## config.mk

```make
export PLATFORM = sky130hd
export DESIGN_NAME = match_controller
export DESIGN_NICKNAME = d
export VERILOG_FILES = /design/src/rtl/match_controller.sv
export SDC_FILE = /design/constraint.sdc
export NUM_CORES = 1
export LEC_CHECK = 0
export CORE_MARGIN = 2
export CORE_UTILIZATION = 58
export CTS_CLUSTER_DIAMETER = 80
export CTS_CLUSTER_SIZE = 14
export DETAILED_ROUTE_END_ITERATION = 12
export PLACE_DENSITY = 0.82
export SETUP_SLACK_MARGIN = 0.5
export SKIP_LAST_GASP = 1
export SLEW_MARGIN = 20
export SYNTH_ARGS = -nofsm -noshare
export SYNTH_HDL_FRONTEND = slang
export SYNTH_SLANG_ARGS = --single-unit
```

## constraint.sdc

```tcl
create_clock -name clk -period 3.9 [get_ports clk]
set_clock_uncertainty 0.15 [all_clocks]
set_input_delay 0.78 -clock clk [delete_from_list [all_inputs] [get_ports clk]]
set_output_delay 0.78 -clock clk [all_outputs]
set_load 0.1 [all_outputs]
```

## src/rtl/match_controller.sv

```systemverilog
// match_controller: match-level sequencer; tracks scores, gates the round engine reset, paces rounds
module match_controller #(
    parameter int WIN_SCORE    = 5,
    parameter int PAUSE_CYCLES = 130_000_000
) (
    input  logic       clk,
    input  logic       rst_n,
    input  logic       mouse_left_local_i,
    input  logic       mouse_left_remote_i,
    input  logic       winner_valid_i,
    input  logic [1:0] winner_code_i,
    output logic       game_rst_o,
    output logic [2:0] state_o,
    output logic [3:0] score1_o,
    output logic [3:0] score2_o,
    output logic [1:0] last_code_o,
    output logic [1:0] match_winner_o
);
    localparam int CW = (PAUSE_CYCLES > 1) ? $clog2(PAUSE_CYCLES) : 1;
    localparam logic [3:0] WIN = 4'(WIN_SCORE);

    typedef enum logic [2:0] {
        IDLE       = 3'd0,
        READY      = 3'd1,
        PLAYING    = 3'd2,
        ROUND_OVER = 3'd3,
        MATCH_OVER = 3'd4
    } state_t;

    state_t        state_q, state_d;
    logic [3:0]    score1_q, score1_d, score2_q, score2_d, inc1, inc2;
    logic [1:0]    last_code_q, last_code_d, match_winner_q, match_winner_d;
    logic [CW-1:0] cnt_q, cnt_d;
    logic          rdy_l_q, rdy_l_d, rdy_r_q, rdy_r_d;
    logic          prev_l_q, prev_r_q, arm_q, game_rst_q;
    logic          rise_l, rise_r;

    // arm_q masks the first cycle after reset so a button held through reset is not an edge
    assign rise_l = arm_q & mouse_left_local_i & ~prev_l_q;
    assign rise_r = arm_q & mouse_left_remote_i & ~prev_r_q;
    assign inc1   = score1_q + 4'd1;
    assign inc2   = score2_q + 4'd1;

    // next-state, score and pause-counter logic
    always_comb begin
        state_d        = state_q;
        score1_d       = score1_q;
        score2_d       = score2_q;
        last_code_d    = last_code_q;
        match_winner_d = match_winner_q;
        cnt_d          = cnt_q;
        rdy_l_d        = rdy_l_q;
        rdy_r_d        = rdy_r_q;
        unique case (state_q)
            IDLE: begin
                rdy_l_d = rdy_l_q | rise_l;
                rdy_r_d = rdy_r_q | rise_r;
                if (rdy_l_d && rdy_r_d) begin
                    state_d     = READY;
                    rdy_l_d     = 1'b0;
                    rdy_r_d     = 1'b0;
                    score1_d    = 4'd0;
                    score2_d    = 4'd0;
                    last_code_d = 2'b00;
                end
            end
            READY: state_d = PLAYING;
            PLAYING: begin
                if (winner_valid_i && winner_code_i != 2'b00) begin
                    last_code_d = winner_code_i;
                    if (winner_code_i == 2'b01) score1_d = inc1;
                    if (winner_code_i == 2'b10) score2_d = inc2;
                    if (winner_code_i == 2'b01 && inc1 == WIN) begin
                        state_d        = MATCH_OVER;
                        match_winner_d = 2'b01;
                    end else if (winner_code_i == 2'b10 && inc2 == WIN) begin
                        state_d        = MATCH_OVER;
                        match_winner_d = 2'b10;
                    end else begin
                        state_d = ROUND_OVER;
                        cnt_d   = CW'(PAUSE_CYCLES - 1);
                    end
                end
            end
            ROUND_OVER: begin
                if (cnt_q == '0) state_d = PLAYING;
                else cnt_d = cnt_q - CW'(1);
            end
            MATCH_OVER: begin
                if (rise_l || rise_r) begin
                    state_d        = IDLE;
                    match_winner_d = 2'b00;
                end
            end
            default: state_d = IDLE;
        endcase
    end

    // state, score and button-history registers; game_rst is registered from the next state
    always_ff @(posedge clk) begin
        if (!rst_n) begin
            state_q        <= IDLE;
            score1_q       <= 4'd0;
            score2_q       <= 4'd0;
            last_code_q    <= 2'b00;
            match_winner_q <= 2'b00;
            cnt_q          <= '0;
            rdy_l_q        <= 1'b0;
            rdy_r_q        <= 1'b0;
            prev_l_q       <= 1'b0;
            prev_r_q       <= 1'b0;
            arm_q          <= 1'b0;
            game_rst_q     <= 1'b1;
        end else begin
            state_q        <= state_d;
            score1_q       <= score1_d;
            score2_q       <= score2_d;
            last_code_q    <= last_code_d;
            match_winner_q <= match_winner_d;
            cnt_q          <= cnt_d;
            rdy_l_q        <= rdy_l_d;
            rdy_r_q        <= rdy_r_d;
            prev_l_q       <= mouse_left_local_i;
            prev_r_q       <= mouse_left_remote_i;
            arm_q          <= 1'b1;
            game_rst_q     <= (state_d != PLAYING);
        end
    end

    assign game_rst_o     = game_rst_q;
    assign state_o        = state_q;
    assign score1_o       = score1_q;
    assign score2_o       = score2_q;
    assign last_code_o    = last_code_q;
    assign match_winner_o = match_winner_q;
endmodule

```

==> reports/qor.csv, run 1 <==
stage;metric;value;unit
outcome;status;finished clean;
yosys;post-synthesis compound-gate area fraction;23.8;%
sta;worst rel slew slack;34.7;%
setup_path;crit path max fanout;11;
sta;Setup WS post-layout;0.900;ns
setup_path;r2r startpoint;state_o[0]$_SDFF_PN0_;
worst_hold_path;hold depth;2;
yosys;synthesis-stage register bit count;48;
global_route;Total GRT Usage;24.7;%
setup_path;worst path arrival time;2.07;ns
flow_run;max-cap viol count;0;
yosys;post-synth top area share;37.6;%
setup_path;Crit path required time;2.97;ns
placed_design;Place WS;0.631;ns
clock_network;CTS tree;yes;
yosys;simple-gate share of the synthesized area;27.4;%
yosys;Distinct cells, synth;62;
setup_path;Worst Setup Start Kind;register;
yosys;ys async rst share;0;%
layout;most frequent cells in the layout;48 x dfxtp_1, 21 x nor2_1, 21 x clkdlybuf4s50_1;
clock_network;CTS HTree Levels;2;
power;PD cells;363;mW/mm^2
clock_network;clock buffer depth;2;
worst_hold_path;Min-Delay Endpoint;cnt_q[9]$_SDFFE_PN0P_;
floorplan;area of the core;0.00429;sq mm
global_route;first-pass GRT wire length;9840;um
clock_network;post_cts resized;0;
clock_network;Setup Buffers After CTS;0;
clock_network;clk sink count;48;
global_route;remaining global-route overflow;0;
layout;share of layout cells above drive strength 1;9.90;%
yosys;Synth Cell Area;0.00255;sq mm
routing;DRC errors left;0;
placed_design;Post-DP HPWL;4110;um
yosys;largest family of logic cells by synthesized area;simple AND/OR/NAND/NOR gates;
floorplan;Die Area;0.00495;sq mm
placed_design;gpl congestion;0.879;
routing;Via density;6.36;
worst_hold_path;hold path start;cnt_q[9]$_SDFFE_PN0P_;
sta;final max-slew violation count;0;
placed_design;I/O Buffers;22;
routing;via count;2323;
layout;Area Overhead vs Synth;13.7;%
setup_path;CP Buf/Inv Count;1;
layout;Nets;324;
clock_network;worst-skew pair later-pin latency;0.31;ns
setup_path;kind of cell adding the most delay to the critical path;buffers and inverters;
sta;fin crit period;3.00;ns
sta;RSZ-0062 raised after global routing;false;
global_route;initial antenna violation count;0;
floorplan;row count;24;
yosys;Seq/Total Area, Yosys;37.6;%
setup_path;R2R Path End;cnt_q[17]$_SDFFE_PN0P_;
clock_network;Reg clk slew, reported paths;0.10;ns
sta;Fmax achieved;0.333;GHz
routing;initial DRC count;153;
clock_network;clk root buf;clkbuf_8;
yosys;post-synthesis mux area share;1.18;%
routing;post-route ant nets;0;
routing;First-pass DRT Iterations;4;
yosys;Area contributors post-synth;dfxtp_1 38%, a31oi_1 3.9%, a21oi_1 3.5%;
sta;Setup TNS;0;ns
clock_network;Num CTS Buffers;5;
floorplan;die width;70.4;um
setup_path;Crit. End Element;output port;
clock_network;hold buffer count at CTS;0;
power;Leak;1.05;nW
global_route;largest net degree at the start of global routing;21;
floorplan;chip height;70.4;um
yosys;largest area contributor in the synthesized netlist;dfxtp_1;
setup_path;worst-path cell chain;clkdlybuf4s50_1;
floorplan;Initial Utilization;59.5;%
sta;Worst Tran Pin Value;0.977;ns
setup_path;flop-to-flop setup slack;1.28;ns
sta;Final Hold Viols;0;
yosys;Net Count, Synth;306;
worst_hold_path;Hold Crit Class;reg -> reg;
yosys;Mean Syn Cell Area;8.69;sq um
setup_path;crit path kind;reg -> out;
layout;commonest non-fill, non-tap cell in the layout;dfxtp_1;
floorplan;top-level I/O count;23;
yosys;number of synthesized flops with an enable pin;0;
sta;setup violators final;0;
setup_path;Slowest-stage cell, CP;clkdlybuf4s50_1;
power;peak supply drop;0.222;mV
layout;n_diodes;0;
yosys;xor/xnor share of the synthesized area;3.13;%
yosys;Synth Instances;294;
setup_path;R2R depth;5;
yosys;yosys synthesis warning count;0;
sta;fin crit share;76.9;%
routing;final wirelength;5820;um
global_route;number of global-route vias before repair;2109;
routing;wire per inst;15.9;um
setup_path;Worst path max stage delay;1.21;ns
yosys;ys flop type;dfxtp_1;
yosys;Post-Synth Adder-Cell Area;2.45;%
[registers in the layout (all words and copies together), names as in the netlist]
name and count:
game_rst_o 1, last_code_o 2, score2_o 4, match_winner_o 2
arm_q 1, state_o 3, rdy_l_q 1, cnt_q 27
prev_l_q 1, rdy_r_q 1, prev_r_q 1, score1_o 4
[per-layer routing]
layer / up-vias / global-route usage (%) / part of all wire, %
li1: 1155 / - / -
met1: 1102 / 33.1 / 48
met2: 54 / 39.5 / 46
met3: 12 / 4.47 / 4.2
met4: 0 / 9.19 / 1.9
met5: - / 0 / 0
[synthesized netlist by cell type (all sizes together) (3+ instances only)]
cell type,number
dfxtp,48
nor2,22
a21oi,18
o21ai,18
a31oi,16
nand2,15
inv,13
or4,12
or3,11
nand3,10
o31ai,9
clkbuf,8
nor4,8
nand2b,6
buf,5
ha,5
nand4,5
nor2b,5
nor3,5
or2,5
xor2,4
and2,3
mux2i,3
o41ai,3
xnor2,3
[power by group]
group          leakage, nW  total, mW  switching, mW  internal, mW
logic                0.607      0.158          0.102        0.0564
registers            0.389      0.520         0.0158         0.504
clock network       0.0548      0.376          0.182         0.193
total                 1.05       1.05          0.300         0.754
[worst max-delay path by stage]
stage / startpoint / end / slack (ns) / cells past startpoint
detailed placement: winner_code_i[1] / cnt_q[19]$_SDFFE_PN0P_ / 0.63 / 7
floorplan: score2_o[1]$_SDFFE_PN0P_ / cnt_q[4]$_SDFFE_PN0P_ / 0.86 / 7
finish: state_o[2]$_SDFF_PN0_ / state_o[2] / 0.90 / 1
global route: winner_code_i[1] / cnt_q[17]$_SDFFE_PN0P_ / 0.69 / 7
CTS: state_o[2]$_SDFF_PN0_ / state_o[2] / 0.93 / 1
global placement: winner_code_i[1] / cnt_q[15]$_SDFFE_PN0P_ / 0.69 / 7
[area by class of cell]
cell class                      count  area [sq um]
Multi-Input combinational cell    220          1480
Fill cell                         362          1390
Sequential cell                    48           961
Timing Repair Buffer               24           233
Clock buffer                        5          68.8
Tap cell                           52          65.1
Inverter                           13          48.8
Clock inverter                      3          46.3
[logic make-up after synthesis]
family                     after synthesis
buffers and inverters                   26
xor gates and xnor gates                 7
adders and majority gates                5
DFF                                     48
muxes                                    3
and+or+nand+nor                        117
AOI/OAI and AO/OA                       88
[metrics by stage]
step / power [mW] / instance area (sq um) / hold slack, ns / util, % / instances
floorplan: 0.646 / 2550 / 0.292 / - / 294
global placement: 0.681 / 2790 / 0.312 / 64.9 / 357
detailed placement: 0.685 / 2790 / 0.311 / 64.9 / 357
CTS: 1.05 / 2900 / 0.323 / 67.6 / 365
global route: 1.10 / 2900 / 0.345 / 67.6 / 365
finish: 1.05 / 2900 / 0.324 / 67.6 / 365
(Power assumes the default switching activity.)
==> inputs of run 2 (changes only) <==
--- a/config.mk
+++ b/config.mk
@@ -6,11 +6,11 @@
 export NUM_CORES = 1
 export LEC_CHECK = 0
 export CORE_MARGIN = 2
-export CORE_UTILIZATION = 58
+export CORE_UTILIZATION = 52
 export CTS_CLUSTER_DIAMETER = 80
 export CTS_CLUSTER_SIZE = 14
 export DETAILED_ROUTE_END_ITERATION = 12
-export PLACE_DENSITY = 0.82
+export PLACE_DENSITY = 0.78
 export SETUP_SLACK_MARGIN = 0.5
 export SKIP_LAST_GASP = 1
 export SLEW_MARGIN = 20
==> constraint.sdc (replaced) <==
create_clock -name clk -period 2.4 [get_ports clk]
set_clock_uncertainty 0.15 [all_clocks]
set_input_delay 0.48 -clock clk [delete_from_list [all_inputs] [get_ports clk]]
set_output_delay 0.48 -clock clk [all_outputs]
set_load 0.1 [all_outputs]
==> reports/qor.csv, run 2 (synthesis results as in run 1) <==
stage;metric;value;unit;change
outcome;status;finished clean;;
layout;Nets;392;;+21%
routing;final wirelength;8860;um;+52%
clock_network;CTS HTree Levels;2;;unchanged
routing;DRC errors left;0;;unchanged
global_route;GRT Max-Usage Layer;met2;;
power;overall power;1.96;mW;+87%
setup_path;r2r startpoint;score2_o[1]$_SDFFE_PN0P_;;
sta;final max-slew violation count;0;;unchanged
sta;fin crit share;91.3;%;
layout;n_diodes;0;;unchanged
setup_path;crit path kind;reg -> reg;;
sta;setup violators final;0;;unchanged
layout;most flop-heavy register;cnt_q;;
placed_design;gpl congestion;0.814;;-7.4%
clock_network;clock buffer depth;2;;unchanged
clock_network;clk sink count;48;;unchanged
floorplan;area of the core;0.00472;sq mm;+10%
clock_network;Reg clk slew, reported paths;0.09;ns;about the same
power;peak supply drop;0.363;mV;+63%
placed_design;I/O Buffers;22;;unchanged
setup_path;critical path startpoint;score2_o[1]$_SDFFE_PN0P_;;
sta;Worst Tran Pin Value;0.382;ns;-0.595 ns
layout;most frequent cells in the layout;76 x buf_4, 29 x dfxtp_1, 16 x a31oi_1;;
clock_network;CTS tree;yes;;
clock_network;Num CTS Buffers;5;;unchanged
layout;commonest non-fill, non-tap cell in the layout;buf_4;;
flow_run;max-cap viol count;0;;unchanged
routing;Via density;6.31;;-0.82%
routing;initial DRC count;297;;+94%
global_route;first-pass GRT wire length;12700;um;+30%
floorplan;chip height;74.1;um;+5.3%
layout;final cell count without fillers;448;;+23%
sta;Final Hold Viols;0;;unchanged
setup_path;Worst Setup Start Kind;register;;
sta;Fmax achieved;0.456;GHz;
routing;wire per inst;19.8;um;+24%
placed_design;DP Area;0.00311;sq mm;+12%
floorplan;row count;25;;+4.2%
floorplan;die width;74.1;um;+5.3%
worst_hold_path;Hold Crit Class;in -> reg;;
placed_design;placed cells;401;;+12%
global_route;met2 Use GR;52.7;%;+13 points
setup_path;worst path arrival time;2.28;ns;+0.21 ns
sta;fin crit period;2.19;ns;
clock_network;clk root buf;clkbuf_8;;
sta;RSZ-0062 raised after global routing;true;;
clock_network;hold buffer count at CTS;0;;unchanged
routing;post-route ant nets;0;;unchanged
layout;finished layout cell area;0.00390;sq mm;+34%
global_route;M1 GR Usage;36.0;%;+2.9 points
global_route;routing usage on met3;6.37;%;+1.9 points
global_route;Total GRT Usage;29.9;%;+5.2 points
routing;First-pass DRT Iterations;6;;+2
global_route;largest net degree at the start of global routing;16;;-24%
floorplan;top-level I/O count;23;;unchanged
clock_network;worst-skew pair later-pin latency;0.32;ns;about the same
layout;Util after Layout;82.5;%;+15 points
floorplan;Initial Utilization;54.1;%;-5.4 points
global_route;remaining global-route overflow;0;;unchanged
layout;max FFs per register;27;;unchanged
sta;worst rel slew slack;74.5;%;+40 points
placed_design;Post-DP HPWL;4570;um;+11%
setup_path;Crit path required time;2.49;ns;-0.48 ns
floorplan;Die Area;0.00549;sq mm;+11%
setup_path;crit path max fanout;6;;-5
routing;via count;2828;;+22%
worst_hold_path;hold path start;winner_code_i[0];;
global_route;initial antenna violation count;0;;unchanged
setup_path;Crit. End Element;register;;
layout;Area Overhead vs Synth;52.6;%;
power;PD cells;504;mW/mm^2;+39%
layout;share of layout cells above drive strength 1;49.6;%;+40 points
global_route;number of global-route vias before repair;2642;;+25%
power;Leak;1.53;nW;+45%
-- run 2: cell types whose count changed in the layout (fill, tap and decap cells not counted), sizes merged, moves of 2 or more --
cell and change:
inv -2, clkbuf +3, clkdlybuf4s50 -20, buf +81, dlygate4sd2 +3
-- run 2: report_power, final --
group / total, mW / internal [mW] / switching (mW)
Sequential: 0.842 / 0.811 / 0.0312
Clock: 0.634 / 0.341 / 0.293
Combinational: 0.489 / 0.222 / 0.267
Total: 1.96 / 1.37 / 0.591
-- run 2: critical path: stages (launching register included) --
cell and delay [ns]:
dfxtp_4 0.38, ha_4 0.17, xor2_1 0.14, and3_4 0.17
o2bb2ai_4 0.16, a211o_4 0.37, or4_1 0.41, a31oi_1 0.16
-- run 2: what timing repair did --
item / CTS / global route
resized for setup: 69 / 27
endpoints found under the setup margin: 42 / 37
cloned: 3 / 0
buffers inserted: 29 / 7
pin swaps: 34 / 21
-- run 2: cell type report --
class,instances,area [sq um]
Multi-Input combinational cell,222,1910
Sequential cell,48,1010
Fill cell,251,825
Timing Repair Buffer,90,724
Tap cell,67,83.8
Clock buffer,6,82.6
Inverter,13,55.1
Clock inverter,2,38.8
-- run 2: path summary, 6_finish.rpt --
| path | endpoint | cells after the start | slack [ns] |
|---|---|---|---|
| hold / removal | last_code_o[0]$_SDFFE_PN0P_ | 3 | 0.34 |
| hold reg to reg | cnt_q[14]$_SDFFE_PN0P_ | 2 | 0.34 |
| setup / recovery | cnt_q[3]$_SDFFE_PN0P_ | 7 | 0.21 |
| setup reg to reg | cnt_q[3]$_SDFFE_PN0P_ | 7 | 0.21 |
-- run 2: through the flow --
step / hold WS, ns / worst slack [ns] / TNS, ns
after global routing: 0.353 / 0.122 / 0
after CTS: 0.337 / 0.229 / 0
after floorplan: 0.292 / 0.0960 / 0
final: 0.340 / 0.209 / 0
after global placement: 0.307 / -0.260 / -5.25
after detailed placement: 0.319 / -0.304 / -6.24
-- run 2: per-layer routing --
metal | share of wire (%) | vias to the layer above
li1 | - | 1293
met1 | 39 | 1356
met2 | 52 | 138
met3 | 5.4 | 41
met4 | 4.0 | 0
met5 | 0 | -
==> inputs of run 3 (changes only) <==
--- a/config.mk
+++ b/config.mk
@@ -5,7 +5,7 @@
 export SDC_FILE = /design/constraint.sdc
 export NUM_CORES = 1
 export LEC_CHECK = 0
-export CORE_MARGIN = 2
+export CORE_MARGIN = 3
 export CORE_UTILIZATION = 52
 export CTS_CLUSTER_DIAMETER = 80
 export CTS_CLUSTER_SIZE = 14
==> reports/qor.csv, run 3 (synthesis results as in run 1) <==
stage;metric;value;unit;change
routing;First-pass DRT Iterations;5;;-1
worst_hold_path;Hold Crit Class;reg -> reg;;
placed_design;Post-DP HPWL;4600;um;+0.51%
clock_network;Reg clk slew, reported paths;0.10;ns;about the same
setup_path;worst-path cell chain;ha_4 -> xor2_2 -> and3_4 -> buf_6 -> o2bb2a_4 -> buf_6 -> o21ai_4 -> buf_6 -> o31ai_1 -> a31oi_1;;
global_route;routing usage on met3;5.32;%;-1.0 points
setup_path;Most common cell on crit path;buf_6;;
sta;Final Hold Viols;0;;unchanged
setup_path;Worst Setup Start Kind;register;;
routing;DRC errors left;0;;unchanged
layout;most flop-heavy register;cnt_q;;
global_route;first-pass GRT wire length;13300;um;+4.7%
sta;Worst Tran Pin Value;0.422;ns;+0.0395 ns
global_route;number of global-route vias before repair;2735;;+3.5%
routing;wire per inst;21.7;um;+9.7%
power;Switch Pwr;0.584;mW;-1.2%
global_route;Total GRT Usage;28.0;%;-1.8 points
clock_network;worst-skew pair later-pin latency;0.32;ns;about the same
routing;final wirelength;9540;um;+7.7%
layout;Area Overhead vs Synth;52.9;%;
power;Clock power frac;32.4;%;about the same
floorplan;Initial Utilization;56.3;%;+2.3 points
floorplan;Die Area;0.00579;sq mm;+5.5%
global_route;largest net degree at the start of global routing;16;;unchanged
layout;max FFs per register;27;;unchanged
power;PD cells;483;mW/mm^2;-4.1%
setup_path;crit path max fanout;6;;unchanged
clock_network;Num CTS Buffers;5;;unchanged
layout;commonest non-fill, non-tap cell in the layout;buf_4;;
floorplan;chip height;76.1;um;+2.7%
power;overall power;1.89;mW;-4.0%
setup_path;crit path kind;reg -> reg;;
floorplan;die width;76.1;um;+2.7%
clock_network;CTS HTree Levels;2;;unchanged
outcome;status;finished clean;;
sta;hold slack;0.310;ns;-0.0297 ns
setup_path;critical path startpoint;score2_o[1]$_SDFFE_PN0P_;;
power;P_int;1.30;mW;-5.1%
sta;Fmax achieved;0.436;GHz;-4.4%
layout;share of layout cells above drive strength 1;49.3;%;-0.27 points
global_route;remaining global-route overflow;0;;unchanged
setup_path;Worst path max stage delay;0.40;ns;about the same
setup_path;r2r startpoint;score2_o[1]$_SDFFE_PN0P_;;
routing;Via density;6.68;;+5.9%
setup_path;CP Buf/Inv Count;3;;+3
power;sequential share of power;44.8;%;+2.0 points
worst_hold_path;hold path start;cnt_q[9]$_SDFFE_PN0P_;;
flow_run;max-cap viol count;0;;unchanged
sta;final max-slew violation count;0;;unchanged
clock_network;clock buffer depth;2;;unchanged
layout;Util after Layout;86.1;%;+3.6 points
layout;filler cell count;209;;-17%
power;peak supply drop;0.421;mV;+16%
placed_design;I/O Buffers;22;;unchanged
clock_network;CTS tree;yes;;
clock_network;clk root buf;clkbuf_8;;
sta;RSZ-0062 raised after global routing;true;;
routing;initial DRC count;365;;+23%
floorplan;area of the core;0.00453;sq mm;-4.0%
setup_path;Crit path required time;2.48;ns;about the same
sta;worst rel slew slack;71.9;%;-2.6 points
global_route;met2 Use GR;51.5;%;-1.2 points
floorplan;top-level I/O count;23;;unchanged
sta;fin crit period;2.29;ns;+0.100 ns
routing;via count;2941;;+4.0%
setup_path;worst path arrival time;2.37;ns;+0.09 ns
power;Switching Fraction;30.9;%;+0.85 points
global_route;GRT Max-Usage Layer;met2;;
floorplan;row count;24;;-4.0%
layout;Nets;386;;-1.5%
setup_path;Slowest-stage cell, CP;dfxtp_4;;
power;Gate power share;22.9;%;-2.0 points
power;Leak;1.50;nW;-1.7%
placed_design;Place WS;-0.361;ns;-0.0569 ns
sta;setup violators final;0;;unchanged
sta;Setup WS post-layout;0.109;ns;-0.100 ns
routing;post-route ant nets;0;;unchanged
global_route;M1 GR Usage;32.9;%;-3.1 points
placed_design;gpl congestion;0.875;;+7.6%
layout;most frequent cells in the layout;66 x buf_4, 33 x dfxtp_1, 16 x a21oi_1;;
sta;fin crit share;95.5;%;+4.2 points
global_route;initial antenna violation count;0;;unchanged
setup_path;kind of cell adding the most delay to the critical path;compound AO/OA/AOI/OAI gates;;
layout;n_diodes;0;;unchanged
clock_network;clk sink count;48;;unchanged
setup_path;Crit. End Element;register;;
-- run 3: cell types whose count changed in the layout (fill, tap and decap cells not counted), moves of 4 or more --
cell     previous run  this run
buf_4              76        66
buf_6               6        12
dfxtp_1            29        33
dfxtp_2            10         6
-- run 3: metal layers --
| metal | share of wire (%) | vias to the layer above | wire [um] |
|---|---|---|---|
| li1 | - | 1284 | - |
| met1 | 40 | 1445 | 3780 |
| met2 | 50 | 174 | 4790 |
| met3 | 6.7 | 38 | 643 |
| met4 | 3.4 | 0 | 328 |
| met5 | 0 | - | 0 |
-- run 3: stage by stage --
stage	cell area (sq um)	instances	TNS (ns)
floorplan	2710	294	0
global placement	3080	395	-5.18
detailed placement	3080	395	-6.69
CTS	3610	429	0
global route	3910	440	0
finish	3910	440	0
-- run 3: layout make-up --
class	count	area (sq um)	area share, %
multi-input combinational	222	1990	50.9
clock buffer	5	68.8	1.76
sequential	48	1000	25.7
timing repair buffer	84	673	17.2
inverter	13	51.3	1.31
tap	65	81.3	2.08
clock inverter	3	42.5	1.09
-- run 3: worst reg2reg max path, stage by stage, from the launching register on --
cell and delay [ns]:
dfxtp_4 0.40, ha_4 0.15, xor2_2 0.15, and3_4 0.23
buf_6 0.11, o2bb2a_4 0.19, buf_6 0.13, o21ai_4 0.28
buf_6 0.15, o31ai_1 0.07, a31oi_1 0.20
-- run 3: power groups by stage --
stage	logic, mW	registers [mW]	clock network (mW)
floorplan	0.183	0.866	0
global route	0.456	0.847	0.638
detailed placement	0.284	0.855	0
CTS	0.362	0.837	0.601
global placement	0.278	0.854	0
finish	0.431	0.845	0.611
-- run 3: timing repair --
| action | 4_1_cts | 5_1_grt |
|---|---|---|
| hold buffers | 0 | 0 |
| setup buffers | 23 | 11 |
| setup endpoints to repair | 39 | 39 |
| pin swaps | 40 | 23 |
| resized for setup | 52 | 51 |
| cloned | 3 | 0 |
-- run 3: worst paths after layout --
check,to,slack (ns),depth (start not counted)
hold / removal,cnt_q[9]$_SDFFE_PN0P_,0.31,2
setup / recovery,cnt_q[18]$_SDFFE_PN0P_,0.11,10
hold reg to reg,cnt_q[9]$_SDFFE_PN0P_,0.31,2
setup reg to reg,cnt_q[18]$_SDFFE_PN0P_,0.11,10
==> edit (settings of run 2) <==
`PAUSE_CYCLES`: 130_000_000 -> 520_000_000.
--- a/src/rtl/match_controller.sv
+++ b/src/rtl/match_controller.sv
@@ -3,3 +3,3 @@
     parameter int WIN_SCORE    = 5,
-    parameter int PAUSE_CYCLES = 130_000_000
+    parameter int PAUSE_CYCLES = 520_000_000
 ) (
Function: no difference found for any inputs over 10 cycles, from zero or initial values and one cycle with rst_n low; that may be too few to reach the edited logic, so the function may still have changed.
==> edit against run 2 <==
- the run now ends with negative setup slack left
- critical endpoint is now cnt_q[20]
- clock power is 12% lower
- final area hardly changed
- wire length shrank 14%
- sequential cell count is 2 higher
- total power shrank 8.1%
- worst setup slack got worse by 0.21 ns
- area after synthesis up 4.8%
- largest power group unchanged
- highest routed layer unchanged
- sequential share of layout area rose by 1.3 points
- sequential power grew 2%
==> edit: results (changes against run 2) <==
| Metric | Value |
|---|---|
| Multi-input logic area | 1952 um2 (+2.4%) |
| P_seq | 0.855 mW (+2%) |
| Failing checks | negative setup slack |
| Met1 usage | 0.3363 (-0.02351) |
| Sequential-to-total area share from yosys stat | 0.3738 (-0.002270) |
| Overall routing resource usage | 0.2792 (-0.01960) |
| DR WL/cell | 16.81 um (-15%) |
| Outcome | finished, violations left |
| Kind of cell adding the most delay to the critical path | simple AND/OR/NAND/NOR gates |
| Hold Startpoint | cnt_q[28] |
| Critical Path Sink | cnt_q[20] |
| WHS Endpoint | cnt_q[28] |
| Top cells by area, synth | dfxtp_1 37%, nand3_1 3.6%, a21oi_1 3.4% |
| Hold path cells | 2 (-1) |
| First-pass GRT wire length | 12,290 um (-3.6%) |
| Non-clock buffer count | 80 (-11%) |
| Initial DRC count | 150 (-49%) |
| Placed cells | 419 (+4.5%) |
| Sw Share | 0.2971 (-0.003664) |
| Detailed Place HPWL | 4803 um (+5.0%) |
| Synth Register Bits | 50 (+4.2%) |
| Asr flop ratio synth | 0 (unchanged) |
| Comb_multi_in | 233 (+5.0%) |
| Vias in the first global route | 2,562 (-3.0%) |
| Worst endpoint data arrival time | 2.46 ns (+0.18 ns) |
| Crit path from | cnt_q[12] |
| Nonclk inv count | 10 (-3) |
| Clock network area share | 0.02665 (-0.004476) |
| Max FO, Critical Path | 5 (-1) |
| FF-to-FF path depth | 5 (-2) |
| HP Class | register to register |
| Pre-Repair DR Iteration Count | 4 (-2) |
| Layout cells sized above 1 | 0.4331 (-0.06299) |
| PnR worst setup slack | -0.003240 ns (-0.2122 ns) |
| Post-Syn Area per Cell | 8.750 um2 (+0.69%) |
| Max reg flops | 29 (+7.4%) |
| Setup-failing EPs final | 1 (+1) |
| Met3 wire length | 411 um (-14%) |
| Gpl congestion | 0.8163 (+0.33%) |
| Netlist cell types | 60 (-3.2%) |
| Wire length on met2 | 3887 um (-15%) |
| Data buffer area share | 0.1692 (-0.01658) |
| Die area | 5739 um2 (+4.5%) |
| Fillcell total | 321 (+28%) |
| Clk pwr share | 0.308 (-0.015) |
| Met3 usage | 0.06085 (-0.002839) |
| Syn_nets | 318 (+3.9%) |
| FF/Latch Area | 1056 um2 (+4.8%) |
| Via density | 6.020 (-4.6%) |
| GR Util met2 | 0.4990 (-0.02774) |
| Slowest stage delay, CP | 0.59 ns (+0.18 ns) |
| M1 WL | 3144 um (-8.7%) |
| Via count | 2,715 (-4.0%) |
| Slowest CP cell | or4_4 |
| Worst Tran Pin Value | 0.5502 ns (+0.1682 ns) |
-- edit: cells by family (layout without fill, tap and decap cells) --
logic type,count (synthesis),in the layout,synth area share
AOI/OAI and AO/OA,80,80,0.2154
xor gates and xnor gates,13,13,0.04252
adders and majority gates,5,5,0.02336
buffers and inverters,24,98,0.03738
DFF,50,50,0.3738
muxes,5,5,0.01963
and+or+nand+nor,129,130,0.2879
-- edit: metrics by stage --
stage / total power [mW] / setup slack, ns / instance area (um2) / TNS, ns
after global routing: 1.871 / -0.09839 / 3896 / -0.4906
after global placement: 1.137 / -0.006334 / 3301 / -0.009701
final: 1.806 / -0.003240 / 3896 / -0.003240
after floorplan: 1.076 / -0.03630 / 2869 / -0.06916
after detailed placement: 1.144 / -0.06307 / 3301 / -0.3286
after CTS: 1.780 / 0.01152 / 3801 / 0
-- edit: timing repair --
item,in CTS,in global routing
gates cloned,1,0
setup endpoints to repair,39,35
setup buffers,20,3
gates resized for setup,58,14
pin swaps,29,12
